**src/rtl/music_pkg.sv**
```systemverilog
// -----------------------------------------------------------------------------
// music_pkg
// Shared definitions for the note record/playback path.
//   state_t  : sequencer states (IDLE, HOLD, PLAY_TONE, PLAY_GAP)
//   pitch_t  : {note, octave} as stored in the buffer and driven to the datapath
//   NOTE_W / OCT_W / PITCH_W : field widths of a buffer entry
//                              (entry = {pitch_t, dur}, dur in the LSBs)
//   NOTE_MAX : highest valid note code (0..11)
// -----------------------------------------------------------------------------
package music_pkg;

   localparam int NOTE_W   = 4;
   localparam int OCT_W    = 2;
   localparam int PITCH_W  = NOTE_W + OCT_W;
   localparam int NOTE_MAX = 11;

   typedef enum logic [1:0] {
      IDLE      = 2'd0,
      HOLD      = 2'd1,
      PLAY_TONE = 2'd2,
      PLAY_GAP  = 2'd3
   } state_t;

   typedef struct packed {
      logic [NOTE_W-1:0] note;
      logic [OCT_W-1:0]  octave;
   } pitch_t;

endpackage

```
**src/rtl/tick_prescaler.sv**
```systemverilog
// -----------------------------------------------------------------------------
// tick_prescaler
// Divides clk down to a timing tick. The counter runs 0..TICK_DIV-1 and tick
// is high while it sits at TICK_DIV-1. clr restarts the count from 0 so a new
// timing segment always gets a full first tick period.
// Ports:
//   clk   in  system clock
//   reset in  asynchronous active-low reset
//   clr   in  restart the count (takes effect on the next edge)
//   tick  out one-cycle tick, suppressed while clr is asserted
// -----------------------------------------------------------------------------
module tick_prescaler #(
   parameter int TICK_DIV = 500000
) (
   input  logic clk,
   input  logic reset,
   input  logic clr,
   output logic tick
);

   localparam int              CNT_W = (TICK_DIV > 1) ? $clog2(TICK_DIV) : 1;
   localparam logic [CNT_W-1:0] LAST = CNT_W'(TICK_DIV - 1);

   logic [CNT_W-1:0] cnt;

   always_ff @(posedge clk or negedge reset) begin
      if (!reset) begin
         cnt <= '0;
      end else if (clr || cnt == LAST) begin
         cnt <= '0;
      end else begin
         cnt <= cnt + 1'b1;
      end
   end

   assign tick = (cnt == LAST) && !clr;

endmodule

```
**src/rtl/note_sequencer.sv**
```systemverilog
// -----------------------------------------------------------------------------
// note_sequencer
// Record/playback controller between the keyboard decoder and the datapath.
// Live: the held key is forwarded with tone_on=1 and, on release, logged as
// {note, octave, held ticks}. On play_req the log is replayed in order, each
// note for its recorded duration followed by GAP_TICKS of silence.
// Ports:
//   clk, reset            clock, asynchronous active-low reset
//   note_start/note_stop  key make / break pulses (note_in/octave_in valid on make)
//   play_req              start playback from IDLE, abort while playing
//   clear_req             empty the buffer
//   note_out/octave_out   pitch to the datapath (held while tone_on=0)
//   tone_on               1 = sound note_out
//   playing               1 in PLAY_TONE / PLAY_GAP
//   full, count           buffer status
// -----------------------------------------------------------------------------
module note_sequencer
   import music_pkg::*;
#(
   parameter int DEPTH     = 16,
   parameter int DUR_W     = 8,
   parameter int TICK_DIV  = 500000,
   parameter int GAP_TICKS = 5
) (
   input  logic                     clk,
   input  logic                     reset,
   input  logic                     note_start,
   input  logic                     note_stop,
   input  logic [NOTE_W-1:0]        note_in,
   input  logic [OCT_W-1:0]         octave_in,
   input  logic                     play_req,
   input  logic                     clear_req,
   output logic [NOTE_W-1:0]        note_out,
   output logic [OCT_W-1:0]         octave_out,
   output logic                     tone_on,
   output logic                     playing,
   output logic                     full,
   output logic [$clog2(DEPTH):0]   count
);

   localparam int AW      = $clog2(DEPTH);
   localparam int CW      = AW + 1;
   localparam int ENTRY_W = PITCH_W + DUR_W;

   localparam logic [DUR_W-1:0] DUR_SAT  = {DUR_W{1'b1}};
   localparam logic [DUR_W-1:0] DUR_ONE  = DUR_W'(1);
   localparam logic [DUR_W-1:0] GAP_CNT  = DUR_W'(GAP_TICKS);
   localparam logic [CW-1:0]    FULL_CNT = CW'(DEPTH);

   state_t               state;
   logic [DUR_W-1:0]     dur;        // ticks the live key has been held
   logic [DUR_W-1:0]     seg_ticks;  // ticks elapsed in the current play segment
   logic [DUR_W-1:0]     play_dur;   // recorded duration of the note being played
   logic [AW-1:0]        rd_ptr;
   logic [AW-1:0]        rd_next;
   logic [AW-1:0]        rd_idx;
   logic [ENTRY_W-1:0]   mem [DEPTH];
   logic [ENTRY_W-1:0]   rd_entry;
   logic [ENTRY_W-1:0]   commit_entry;
   pitch_t               rd_pitch;
   logic [CW-1:0]        count_inc;
   logic                 commit_en;
   logic                 tick;
   logic                 tick_clr;

   // The prescaler is parked at 0 throughout IDLE, so every segment entered
   // from IDLE starts with a full tick period. A new key in HOLD restarts it
   // too. Tone->gap->tone transitions happen on a tick, where the counter
   // wraps to 0 by itself, so those need no explicit clear.
   assign tick_clr = (state == IDLE) || (state == HOLD && note_start);

   tick_prescaler #(
      .TICK_DIV (TICK_DIV)
   ) u_prescaler (
      .clk   (clk),
      .reset (reset),
      .clr   (tick_clr),
      .tick  (tick)
   );

   // A commit happens whenever the live note ends (release or new key),
   // unless a clear wins that cycle or the buffer has no room.
   assign commit_en    = (state == HOLD) && !clear_req && (note_start || note_stop) && !full;
   assign commit_entry = {note_out, octave_out, (dur == '0) ? DUR_ONE : dur};
   assign count_inc    = count + 1'b1;

   // Read port feeds whichever entry the FSM will load next: entry 0 when
   // playback starts from IDLE, otherwise the one after rd_ptr.
   assign rd_next  = rd_ptr + 1'b1;
   assign rd_idx   = (state == IDLE) ? '0 : rd_next;
   assign rd_entry = mem[rd_idx];
   assign rd_pitch = rd_entry[ENTRY_W-1 -: PITCH_W];

   // Buffer contents need no reset; only the count decides what is valid.
   always_ff @(posedge clk) begin
      if (commit_en) begin
         mem[count[AW-1:0]] <= commit_entry;
      end
   end

   always_ff @(posedge clk or negedge reset) begin
      if (!reset) begin
         state      <= IDLE;
         note_out   <= '0;
         octave_out <= '0;
         tone_on    <= 1'b0;
         playing    <= 1'b0;
         full       <= 1'b0;
         count      <= '0;
         rd_ptr     <= '0;
         dur        <= '0;
         seg_ticks  <= '0;
         play_dur   <= '0;
      end else begin
         case (state)
            IDLE: begin
               if (clear_req) begin
                  count <= '0;
                  full  <= 1'b0;
               end else if (play_req && count != '0) begin
                  state      <= PLAY_TONE;
                  rd_ptr     <= '0;
                  seg_ticks  <= '0;
                  play_dur   <= rd_entry[DUR_W-1:0];
                  note_out   <= rd_pitch.note;
                  octave_out <= rd_pitch.octave;
                  tone_on    <= 1'b1;
                  playing    <= 1'b1;
               end else if (note_start) begin
                  state      <= HOLD;
                  note_out   <= note_in;
                  octave_out <= octave_in;
                  dur        <= '0;
                  tone_on    <= 1'b1;
               end
            end

            HOLD: begin
               if (clear_req) begin
                  state   <= IDLE;
                  count   <= '0;
                  full    <= 1'b0;
                  tone_on <= 1'b0;
               end else begin
                  if (commit_en) begin
                     count <= count_inc;
                     full  <= (count_inc == FULL_CNT);
                  end
                  if (note_start) begin
                     note_out   <= note_in;
                     octave_out <= octave_in;
                     dur        <= '0;
                  end else if (note_stop) begin
                     state   <= IDLE;
                     tone_on <= 1'b0;
                  end else if (tick && dur != DUR_SAT) begin
                     dur <= dur + 1'b1;
                  end
               end
            end

            PLAY_TONE: begin
               if (play_req) begin
                  state     <= IDLE;
                  tone_on   <= 1'b0;
                  playing   <= 1'b0;
                  seg_ticks <= '0;
               end else if (tick) begin
                  if (seg_ticks + 1'b1 == play_dur) begin
                     state     <= PLAY_GAP;
                     tone_on   <= 1'b0;
                     seg_ticks <= '0;
                  end else begin
                     seg_ticks <= seg_ticks + 1'b1;
                  end
               end
            end

            PLAY_GAP: begin
               if (play_req) begin
                  state     <= IDLE;
                  playing   <= 1'b0;
                  seg_ticks <= '0;
               end else if (tick) begin
                  if (seg_ticks + 1'b1 == GAP_CNT) begin
                     seg_ticks <= '0;
                     if ({1'b0, rd_ptr} == count - 1'b1) begin
                        state   <= IDLE;
                        playing <= 1'b0;
                     end else begin
                        state      <= PLAY_TONE;
                        rd_ptr     <= rd_next;
                        play_dur   <= rd_entry[DUR_W-1:0];
                        note_out   <= rd_pitch.note;
                        octave_out <= rd_pitch.octave;
                        tone_on    <= 1'b1;
                     end
                  end else begin
                     seg_ticks <= seg_ticks + 1'b1;
                  end
               end
            end

            default: begin
               state <= IDLE;
            end
         endcase
      end
   end

endmodule

```
**config.mk**
```make
export PLATFORM = sky130hd
export DESIGN_NAME = note_sequencer
export DESIGN_NICKNAME = d
export VERILOG_FILES = /design/src/rtl/music_pkg.sv /design/src/rtl/tick_prescaler.sv /design/src/rtl/note_sequencer.sv
export SDC_FILE = /design/constraint.sdc
export NUM_CORES = 1
export LEC_CHECK = 0
export ABC_CLOCK_PERIOD_IN_PS = 4010
export BUFFER_PORTS_ARGS = -buffer_cell sky130_fd_sc_hd__buf_4
export CORE_UTILIZATION = 62
export DETAILED_ROUTE_END_ITERATION = 8
export PLACE_DENSITY = 0.84
export SYNTH_ARGS = -nofsm -noshare
export SYNTH_HDL_FRONTEND = slang
export SYNTH_SLANG_ARGS = --single-unit
```
**constraint.sdc**
```tcl
create_clock -name clk -period 4.01 [get_ports clk]
set_input_delay 1.203 -clock clk [delete_from_list [all_inputs] [get_ports clk]]
set_output_delay 1.203 -clock clk [all_outputs]
set_load 0.01 [all_outputs]
```
==> implementation parameters <==
Parameter                              Value

Outcome
  Run status ... completed

Min path
  Classification of the worst-slack hold path ... register to register
  End of the worst hold path ... u_prescaler.cnt[0]
  Hold path startpoint ... u_prescaler.cnt[0]
  Cell count of the worst hold path ... 1

Worst setup path
  Crit Path Category ... register to register
  Critical Path Slowest Stage Cell ... sky130_fd_sc_hd__or4b_1
  Reg2Reg Launch Point ... count[0]
  Critical path launch point type ... register
  Slack of the worst reg-to-reg path ... 0.62 ns
  Required arrival time at the worst endpoint ... 4.43 ns
  Worst Reg2Reg Path Length in Cells ... 9
  Endpoint kind of the worst setup timing path ... register
  Worst reg2reg path endpoint ... play_dur[5]
  Gate family responsible for the most delay along the worst path ... simple AND/OR/NAND/NOR gates
  WP buf/inv ... 1
  Highest fanout seen on the critical path ... 12
  Ordered list of cells on the worst path ... inv_1, ha_1, or4b_1, nand3_1, a211oi_1, or4_1, and2_2, nor2_2, mux2_2
  Delay of the slowest cell on the worst path ... 0.56 ns
  Arrival time at the worst endpoint ... 3.81 ns

Place
  Inst Count DP ... 1,206
  Quantity of I/O buffers inserted on ports ... 25
  Area of placed instances ... 13,100 um^2
  Routability-driven placement congestion ratio ... 0.865
  Placed wire-length estimate ... 16,500 um

Global routing
  Global routing usage summed across all routing layers ... 27.0%
  Maximum number of pins on one net before global-route repair ... 64
  Total overflow reported by the global router ... 0
  Number of global-route vias before repair ... 7,540
  First-pass GRT wire length ... 41,500 um
  Number of antenna violations at the first check in global routing ... 0

Synthesis
  Number of nets in the synthesized netlist ... 971
  Gate Count Post-Synth ... 943
  Number of synthesized flops with an enable pin ... 224
  Synth Area in Simple Gates ... 10.7%
  Dominant combinational cell family by area after synthesis ... compound AO/OA/AOI/OAI gates
  Adder and majority cell fraction of the synthesized area ... 1.60%
  Synthesized area ... 12,500 um^2
  Compound-Gate Fraction of Synth Area ... 10.9%
  Most frequently used flop master after synthesis ... sky130_fd_sc_hd__edfxtp_1
  Multiplexer fraction of the synthesized cell area ... 4.86%
  Fraction of registers with async set/reset ... 22.0%
  Number of warning messages in the yosys log ... 0
  Post-synthesis share of cell area spent on xor and xnor gates ... 3.00%
  Share of synthesized area occupied by flip-flops and latches ... 66.2%
  Register bit count reported by yosys ... 287
  Synth cell types ... 64
  Post-synthesis average cell area ... 13.3 um^2

Timing
  Tmin final ... 3.39 ns
  Post-Route Skew ... 0.0191 ns
  Sum of negative setup slack ... 0 ns
  Slew at the pin closest to its max-slew limit ... 1.16 ns
  Count of endpoints failing setup in the final report ... 0
  Hold Fails Final Rpt ... 0
  Maximum frequency from static timing analysis ... 295 MHz
  Setup repair after global routing missed its margin ... no
  Worst slew margin relative to its limit ... 23.0%
  Count of pins over their slew limit ... 0
  Share of the cycle needed by the critical path after routing ... 84.5%

Floorplan
  Starting density of the core ... 63.8%
  Die ar. ... 20,800 um^2
  Die W ... 144 um
  Ports ... 26
  Placeable core region ... 19,700 um^2
  Row Count ... 51
  Height of the chip ... 144 um

Finish
  # fillers ... 1,299
  Most frequent cells in the layout ... sky130_fd_sc_hd__edfxtp_1 (224), sky130_fd_sc_hd__nand2_1 (98), sky130_fd_sc_hd__nor2_1 (62), sky130_fd_sc_hd__dfrtp_1 (62), sky130_fd_sc_hd__buf_4 (59)
  Most frequent standard cell in the layout excluding fill and tap cells ... sky130_fd_sc_hd__edfxtp_1
  Number of standard cells in the final layout excluding fillers ... 1,259
  Number of nets in the final layout ... 999
  Share of cells above drive strength 1 ... 14.7%
  Cell area after layout ... 14,000 um^2
  Post-synthesis to final-layout area growth ... 11.8%

Clock tree
  TritonCTS clock tree ... done
  CTS H-tree depth ... 1
  Number of cells upsized or downsized after cts ... 0
  Clock sink count ... 287
  Bufs on Longest Clock Path ... 3
  Total setup buffers inserted after CTS ... 0
  Root buf cell ... sky130_fd_sc_hd__clkbuf_16
  Number of buffers inserted by hold repair at cts ... 0
  Clk slew on worst S/H paths ... 0.06 ns
  CTS buffer count ... 28
  Worst skew pair latency ... 0.55 ns

Detailed routing
  Routed length per instance ... 21.5 um
  DR vias ... 7,927
  Drt first-iter violations ... 555
  Mean number of vias per cell ... 6.30
  DR pass1 iterations ... 5
  Number of remaining DRC errors ... 0
  Remaining number of nets flagged by the antenna check after routing ... 0
  Total wirelength of the detailed-routed design ... 27,100 um

Job
  Number of max-capacitance violations reported ... 0

Pwr
  PD cells ... 651 nW/um^2
  Leakage dissipation ... 4.95 nW
  Maximum vdd drop ... 0.578 mV
==> through the flow <==
step	util (%)	hold slack (ns)	total power, mW	worst slack, ns
6_report	71.3	0.503	9.12	0.621
5_1_grt	71.3	0.529	9.56	0.427
4_1_cts	71.3	0.504	9.15	0.627
3_5_place_dp	66.7	0.495	6.59	0.189
3_3_place_gp	66.7	0.463	6.51	0.282
2_1_floorplan	-	0.448	5.80	0.721
==> power by group <==
group          internal, mW  switching [mW]  total (mW)
sequential             3.52           0.221        3.74
clock                  1.47            1.08        2.55
combinational          1.10            1.73        2.83
total                  6.09            3.03        9.12
==> layer usage <==
| metal | GRT usage (%) | up-vias | wire, um |
|---|---|---|---|
| met5 | 0 | - | 0 |
| met4 | 9.31 | 0 | 773 |
| met3 | 4.14 | 58 | 1790 |
| met2 | 45.7 | 280 | 13700 |
| met1 | 35.8 | 3978 | 10800 |
| li1 | - | 3611 | - |
==> flip-flops by register name (all words and copies together), names as in the netlist, 2 cells and up <==
name,count
count,5
dur,8
mem,224
note_out,4
octave_out,2
play_dur,8
rd_ptr,4
seg_ticks,8
state,2
u_prescaler.cnt,19
==> cells by family (layout without fill, tap and decap cells) <==
kind of cell,count (synthesis),count (layout)
compound gates,199,199
xor+xnor,43,43
fa+ha+maj,16,16
buf+inv,81,131
flops,287,287
mux,42,42
other cells,0,1
simple gates,275,275
==> final cells by class <==
class	count	area (um^2)	share of cell area, %
antenna	1	2.50	0.0179
clock buffer	41	769	5.49
clock inverter	11	136	0.973
inverter	19	71.3	0.509
multi-input combinational	575	3940	28.1
sequential	287	8300	59.2
tap	265	332	2.37
timing repair buffer	60	463	3.30
==> worst max-delay path by stage <==
stage | slack [ns] | to | from | depth (start not counted)
floorplan | 0.72 | play_dur[0] | note_start | 9
global placement | 0.28 | play_dur[7] | note_start | 8
detailed placement | 0.19 | play_dur[5] | note_start | 8
CTS | 0.63 | play_dur[1] | count[0] | 9
global route | 0.43 | play_dur[4] | count[0] | 9
finish | 0.62 | play_dur[5] | count[0] | 9
==> Yosys cell counts (5+ instances only) <==
cell type,n,share of area [%]
sky130_fd_sc_hd__mux4_2,14,2.5
sky130_fd_sc_hd__o21ai_0,37,1.5
sky130_fd_sc_hd__o221ai_1,14,0.98
sky130_fd_sc_hd__o2bb2ai_1,6,0.42
sky130_fd_sc_hd__xnor2_1,13,0.91
sky130_fd_sc_hd__inv_1,18,0.54
sky130_fd_sc_hd__nand4_1,6,0.30
sky130_fd_sc_hd__edfxtp_1,224,54
sky130_fd_sc_hd__dfrtp_1,63,13
sky130_fd_sc_hd__nor2_1,63,1.9
sky130_fd_sc_hd__a21oi_1,28,1.1
sky130_fd_sc_hd__o21bai_1,5,0.30
sky130_fd_sc_hd__mux2_2,11,0.99
sky130_fd_sc_hd__a311oi_1,13,0.91
sky130_fd_sc_hd__xor2_1,30,2.1
sky130_fd_sc_hd__nor2b_1,29,1.4
sky130_fd_sc_hd__ha_1,16,1.6
sky130_fd_sc_hd__a211oi_1,43,2.6
sky130_fd_sc_hd__a31oi_1,16,0.80
sky130_fd_sc_hd__o22ai_1,17,0.85
sky130_fd_sc_hd__clkbuf_1,47,1.4
sky130_fd_sc_hd__nand2b_1,8,0.40
sky130_fd_sc_hd__nand2_1,98,2.9
sky130_fd_sc_hd__buf_4,8,0.48
sky130_fd_sc_hd__and3_1,7,0.35
sky130_fd_sc_hd__buf_1,5,0.15
sky130_fd_sc_hd__nor3_1,10,0.40
sky130_fd_sc_hd__nand3_1,20,0.80
sky130_fd_sc_hd__mux2i_1,17,1.4
(Power assumes the default switching activity.)
